## src/rtl/axi2mem_tcdm_wr_if.sv

```systemverilog
// Write-side TCDM interface of axi2mem.
// Joins the write command stream and the write data stream into one TCDM write per beat.
// Two small FIFOs track the beats:
//   - the outstanding FIFO holds {id, last} for each beat issued to the TCDM;
//   - the completion FIFO holds the ids of finished bursts waiting for the B-channel.
// Issue is credit-limited: beats in flight plus queued completions never exceed
// OUTST_DEPTH, so the completion FIFO can never overflow.
module axi2mem_tcdm_wr_if #(
    parameter int unsigned OUTST_DEPTH = 2
) (
    input  logic        clk_i,
    input  logic        rst_i,
    input  logic        trans_last_i,
    input  logic [5:0]  trans_id_i,
    input  logic [31:0] trans_add_i,
    input  logic        trans_req_i,
    output logic        trans_gnt_o,
    input  logic [31:0] data_dat_i,
    input  logic [3:0]  data_strb_i,
    input  logic        data_req_i,
    output logic        data_gnt_o,
    output logic        synch_req_o,
    output logic [5:0]  synch_id_o,
    input  logic        synch_gnt_i,
    output logic        tcdm_req_o,
    output logic [31:0] tcdm_add_o,
    output logic        tcdm_we_o,
    output logic [31:0] tcdm_wdata_o,
    output logic [3:0]  tcdm_be_o,
    input  logic        tcdm_gnt_i,
    input  logic [31:0] tcdm_r_rdata_i,
    input  logic        tcdm_r_valid_i
);

    localparam int unsigned PW = (OUTST_DEPTH > 1) ? $clog2(OUTST_DEPTH) : 1;
    localparam int unsigned CW = $clog2(OUTST_DEPTH + 1);
    localparam logic [PW-1:0] LAST_IDX = PW'(OUTST_DEPTH - 1);
    localparam logic [CW:0]   DEPTH_C  = (CW + 1)'(OUTST_DEPTH);

    logic [5:0]    out_id_q   [OUTST_DEPTH];
    logic [5:0]    out_id_d   [OUTST_DEPTH];
    logic          out_last_q [OUTST_DEPTH];
    logic          out_last_d [OUTST_DEPTH];
    logic [PW-1:0] out_wr_ptr_q, out_wr_ptr_d;
    logic [PW-1:0] out_rd_ptr_q, out_rd_ptr_d;
    logic [CW-1:0] cnt_out_q, cnt_out_d;

    logic [5:0]    rsp_id_q   [OUTST_DEPTH];
    logic [5:0]    rsp_id_d   [OUTST_DEPTH];
    logic [PW-1:0] rsp_wr_ptr_q, rsp_wr_ptr_d;
    logic [PW-1:0] rsp_rd_ptr_q, rsp_rd_ptr_d;
    logic [CW-1:0] cnt_rsp_q, cnt_rsp_d;

    logic can_issue;
    logic out_push, out_pop;
    logic rsp_push, rsp_pop;
    logic unused_rdata;

    function automatic logic [PW-1:0] ptr_inc(input logic [PW-1:0] p);
        return (p == LAST_IDX) ? '0 : p + 1'b1;
    endfunction

    // Handshakes, credit check and pass-through outputs; everything is gated off while in reset.
    always_comb begin
        can_issue    = ({1'b0, cnt_out_q} + {1'b0, cnt_rsp_q}) < DEPTH_C;
        tcdm_req_o   = ~rst_i & trans_req_i & data_req_i & can_issue;
        out_push     = tcdm_req_o & tcdm_gnt_i;
        trans_gnt_o  = out_push;
        data_gnt_o   = out_push;
        out_pop      = ~rst_i & tcdm_r_valid_i & (cnt_out_q != '0);
        rsp_push     = out_pop & out_last_q[out_rd_ptr_q];
        synch_req_o  = ~rst_i & (cnt_rsp_q != '0);
        synch_id_o   = synch_req_o ? rsp_id_q[rsp_rd_ptr_q] : 6'd0;
        rsp_pop      = synch_req_o & synch_gnt_i;
        tcdm_add_o   = trans_add_i;
        tcdm_wdata_o = data_dat_i;
        tcdm_be_o    = data_strb_i;
        tcdm_we_o    = 1'b0;
        unused_rdata = ^tcdm_r_rdata_i;
    end

    // Next state of the outstanding FIFO: push on grant, pop on each TCDM write completion.
    always_comb begin
        out_id_d     = out_id_q;
        out_last_d   = out_last_q;
        out_wr_ptr_d = out_wr_ptr_q;
        out_rd_ptr_d = out_rd_ptr_q;
        cnt_out_d    = cnt_out_q;
        if (out_push) begin
            out_id_d[out_wr_ptr_q]   = trans_id_i;
            out_last_d[out_wr_ptr_q] = trans_last_i;
            out_wr_ptr_d             = ptr_inc(out_wr_ptr_q);
        end
        if (out_pop) begin
            out_rd_ptr_d = ptr_inc(out_rd_ptr_q);
        end
        case ({out_push, out_pop})
            2'b10:   cnt_out_d = cnt_out_q + 1'b1;
            2'b01:   cnt_out_d = cnt_out_q - 1'b1;
            default: cnt_out_d = cnt_out_q;
        endcase
    end

    // Next state of the completion FIFO: push the id when a burst's last beat completes.
    always_comb begin
        rsp_id_d     = rsp_id_q;
        rsp_wr_ptr_d = rsp_wr_ptr_q;
        rsp_rd_ptr_d = rsp_rd_ptr_q;
        cnt_rsp_d    = cnt_rsp_q;
        if (rsp_push) begin
            rsp_id_d[rsp_wr_ptr_q] = out_id_q[out_rd_ptr_q];
            rsp_wr_ptr_d           = ptr_inc(rsp_wr_ptr_q);
        end
        if (rsp_pop) begin
            rsp_rd_ptr_d = ptr_inc(rsp_rd_ptr_q);
        end
        case ({rsp_push, rsp_pop})
            2'b10:   cnt_rsp_d = cnt_rsp_q + 1'b1;
            2'b01:   cnt_rsp_d = cnt_rsp_q - 1'b1;
            default: cnt_rsp_d = cnt_rsp_q;
        endcase
    end

    // State registers; reset empties both FIFOs.
    always_ff @(posedge clk_i) begin
        if (rst_i) begin
            for (int i = 0; i < int'(OUTST_DEPTH); i++) begin
                out_id_q[i]   <= '0;
                out_last_q[i] <= 1'b0;
                rsp_id_q[i]   <= '0;
            end
            out_wr_ptr_q <= '0;
            out_rd_ptr_q <= '0;
            cnt_out_q    <= '0;
            rsp_wr_ptr_q <= '0;
            rsp_rd_ptr_q <= '0;
            cnt_rsp_q    <= '0;
        end else begin
            out_id_q     <= out_id_d;
            out_last_q   <= out_last_d;
            out_wr_ptr_q <= out_wr_ptr_d;
            out_rd_ptr_q <= out_rd_ptr_d;
            cnt_out_q    <= cnt_out_d;
            rsp_id_q     <= rsp_id_d;
            rsp_wr_ptr_q <= rsp_wr_ptr_d;
            rsp_rd_ptr_q <= rsp_rd_ptr_d;
            cnt_rsp_q    <= cnt_rsp_d;
        end
    end

endmodule

```

## config.mk

```make
export PLATFORM = sky130hd
export DESIGN_NAME = axi2mem_tcdm_wr_if
export DESIGN_NICKNAME = d
export VERILOG_FILES = /design/src/rtl/axi2mem_tcdm_wr_if.sv
export SDC_FILE = /design/constraint.sdc
export NUM_CORES = 1
export LEC_CHECK = 0
export CAP_MARGIN = 20
export CORE_ASPECT_RATIO = 1.4
export CORE_MARGIN = 5
export CORE_UTILIZATION = 32
export DETAILED_ROUTE_END_ITERATION = 10
export PLACE_DENSITY = 0.8
export SKIP_CTS_REPAIR_TIMING = 1
export SLEW_MARGIN = 20
export SYNTH_ARGS = -nofsm -noshare
export SYNTH_HDL_FRONTEND = slang
export SYNTH_SLANG_ARGS = --single-unit
```

## constraint.sdc

```tcl
create_clock -name clk_i -period 3.8 [get_ports clk_i]
set_clock_uncertainty 0.15 [all_clocks]
set_input_delay 0.95 -clock clk_i [delete_from_list [all_inputs] [get_ports clk_i]]
set_output_delay 0.95 -clock clk_i [all_outputs]
set_load 0.01 [all_outputs]
```

==> flow_metrics.env <==
export IMPL_critical_path_max_fanout=7
export IMPL_yosysTopAreaCell="dfxtp_1"
export IMPL_p_sw_mw=0.159
export IMPL_powerDensity_nw_per_um2=331
export IMPL_slowest_stage="clkdlybuf4s50_1"
export IMPL_port_buffers=23
export IMPL_postPlaceCellArea_sq_um=1990
export IMPL_synth_top_family_by_area="buffers and inverters"
export IMPL_die_height_microns=108
export IMPL_power_frac_seq=0.528
export IMPL_clkSinkCount=34
export IMPL_hold_violations=0
export IMPL_cp_cell_sequence="clkdlybuf4s50_1 -> buf_4 -> o21bai_1 -> nor2_1 -> clkdlybuf4s50_1"
export IMPL_setup_viol=0
export IMPL_holdCritPathClass="reg2reg"
export IMPL_yosysSeqAreaShare=0.310
export IMPL_utilization=0.315
export IMPL_synth_edff_count=0
export IMPL_synthDistinctLibCells=32
export IMPL_outcome="finished clean"
export IMPL_fmax_ghz=0.273
export IMPL_path_common_cell="clkdlybuf4s50_1"
export IMPL_required_ns=2.70
export IMPL_finalPower_mw=0.691
export IMPL_critPathLaunchType="primary input"
export IMPL_syn_area_per_cell_sq_um=8.77
export IMPL_fp_dieW_microns=80.0
export IMPL_htree_levels=2
export IMPL_start_util=0.332
export IMPL_yosys_warnings=0
export IMPL_setup_ws_ns=0.138
export IMPL_synth_cell_area_sq_um=2190
export IMPL_synthTopCellsByCount="70 x buf_4, 34 x dfxtp_1, 18 x o21ai_0, 17 x a21oi_1, 17 x nor2_1"
export IMPL_yosysMostFrequentCell="buf_4"
export IMPL_synthFlopType="dfxtp_1"
export IMPL_routed_via_count=1427
export IMPL_cts_root_buffer="clkbuf_8"
export IMPL_synth_compound_area_share=0.0896
export IMPL_synth_top_area_frac=0.310
export IMPL_worstMarginPinSlew_ns=0.870
export IMPL_cp_end_kind="output pin"
export IMPL_holdWs_ns=0.329
export IMPL_crit_type="in2out"
export IMPL_grt_pass1_wl_microns=7180
export IMPL_synth_area_leaders="dfxtp_1 31%, buf_4 24%, mux2i_1 6.4%"
export IMPL_grt_busiest_layer="met2"
export IMPL_grt_max_degree=43
export IMPL_grt_antenna_before_repair=0
export IMPL_maxCapViolCount=0
export IMPL_ant_nets=0
export IMPL_postLayoutCellArea_sq_um=2090
export IMPL_drtIter0Drc=83
export IMPL_relSlewSlack=0.419
export IMPL_leakagePower_nw=0.733
export IMPL_critPathArrivalTime_ns=2.56
export IMPL_place_inst=288
export IMPL_clockBufferDepth=2
export IMPL_gr_usage_met2=0.169
export IMPL_fin_nets=320
export IMPL_grt_usage=0.108
export IMPL_dr_pass1_iters=4
export IMPL_final_min_period_over_clock_period=0.964
export IMPL_slew_violations=0
export IMPL_cts_tree="done"
export IMPL_irDropWorstVdd_mv=0.111
export IMPL_drc=0
export IMPL_dp_hpwl_microns=3250
export IMPL_fp_coreArea_sq_um=6610
export IMPL_synthArstFlopShare=0
export IMPL_rsz0062_at_grt="false"
export IMPL_synthSimpleGateAreaFrac=0.148
export IMPL_die_area_sq_um=8630
export IMPL_layout_cells_non_filler=296
export IMPL_drive_gt1_frac=0.127
export IMPL_setup_tns_ns=0
export IMPL_io_pins=193
export IMPL_place_gp_congestion=0.743
export IMPL_dpl_worst_slack_ns=0.0766
export IMPL_clkTransAtPathRegs_ns=0.06
export IMPL_p_int_mw=0.531
export IMPL_via_per_inst=4.82
export IMPL_grt_util_met1=0.101
export IMPL_syn_inst=250
export IMPL_ys_seq_elements=34
export IMPL_synth_nets=367
export IMPL_row_count=35
export IMPL_wl_microns=4380
export IMPL_grt_pass1_vias=1433
export IMPL_power_frac_comb=0.075
export IMPL_antenna_cells=0
export IMPL_switching_share=0.230
export IMPL_use_met3=0.0383
export IMPL_period_minus_slack_ns=3.66
export IMPL_clkPwrFrac=0.397
export IMPL_cp_slowest_stage_delay_ns=0.55
export IMPL_wire_per_inst_microns=14.8
export IMPL_grt_overflow_total=0
export IMPL_yosys_mux_area_fraction=0.141
export IMPL_areaGrowthSynthToFinish_pct=-4.91
export IMPL_clk_latency_ns=0.28
export IMPL_synthXorXnorAreaFrac=0.0200
export IMPL_numCtsBuffers=5
export IMPL_synthAdderAreaFrac=0.0205
[cell type report]
class                           count  area (sq um)
Inverter                            2          7.51
Multi-Input combinational cell    133           928
Sequential cell                    34           681
Clock buffer                        7          86.3
Tap cell                           92           115
Timing Repair Buffer               27           263
Clock inverter                      1          5.00
Fill cell                         695          4530
[path summary, 6_finish.rpt]
kind	from	end	slack [ns]	cells past startpoint
worst min-delay path	out_id_q[9]	out_id_q[9]	0.33	2
worst max-delay path	rst_i	synch_id_o[0]	0.14	5
worst min register to register	out_id_q[9]	out_id_q[9]	0.33	2
worst max register to register	cnt_out_q[0]	cnt_out_q[1]	1.03	9
[logic make-up (layout without fill, tap and decap cells)]
logic type,Yosys count,in the layout
and+or+nand+nor,59,59
other,1,1
xor gates and xnor gates,5,5
muxes,27,27
DFF,34,34
buffers and inverters,83,37
adders and majority gates,3,3
AOI/OAI and AO/OA,38,38
[sequential cells by signal, indices dropped and copies added, names as in the netlist]
signal        flops
out_id_q         12
rsp_wr_ptr_q      1
rsp_id_q         12
rsp_rd_ptr_q      1
out_wr_ptr_q      1
cnt_rsp_q         2
out_rd_ptr_q      1
out_last_q        2
cnt_out_q         2
[critical path, delay by kind of cell]
family / cells / cell delay (ns)
AO/OA/AOI/OAI: 1 / 0.30
buffers and inverters: 3 / 1.13
AND/OR/NAND/NOR: 1 / 0.18
[cell usage in the layout, fill, tap and decap left out, types with 2 or more instances in the layout]
cell	count
nor2_1	17
clkbuf_8	6
o21ai_0	18
buf_4	4
clkdlybuf4s50_1	22
mux2i_1	14
nand2b_1	2
a21oi_1	17
nand3_1	15
mux2_4	6
inv_1	2
ha_1	2
and2_1	2
xor2_1	2
or3_1	3
nor2b_1	12
dfxtp_1	34
xnor2_1	3
mux2_2	7
[power groups by stage]
| stage | logic [mW] | registers, mW | clock network (mW) |
|---|---|---|---|
| after floorplan | 0.103 | 0.370 | 0 |
| after global placement | 0.0509 | 0.373 | 0 |
| after detailed placement | 0.0516 | 0.373 | 0 |
| after CTS | 0.0519 | 0.365 | 0.280 |
| after global routing | 0.0570 | 0.365 | 0.301 |
| final | 0.0515 | 0.365 | 0.274 |
[routing by layer]
metal / up-vias / wire, microns / share of wire
met2: 71 / 2010 / 0.46
met1: 637 / 1540 / 0.35
met4: 0 / 432 / 0.099
met3: 50 / 393 / 0.090
li1: 669 / - / -
met5: - / 0 / 0
(Power assumes the default switching activity.)
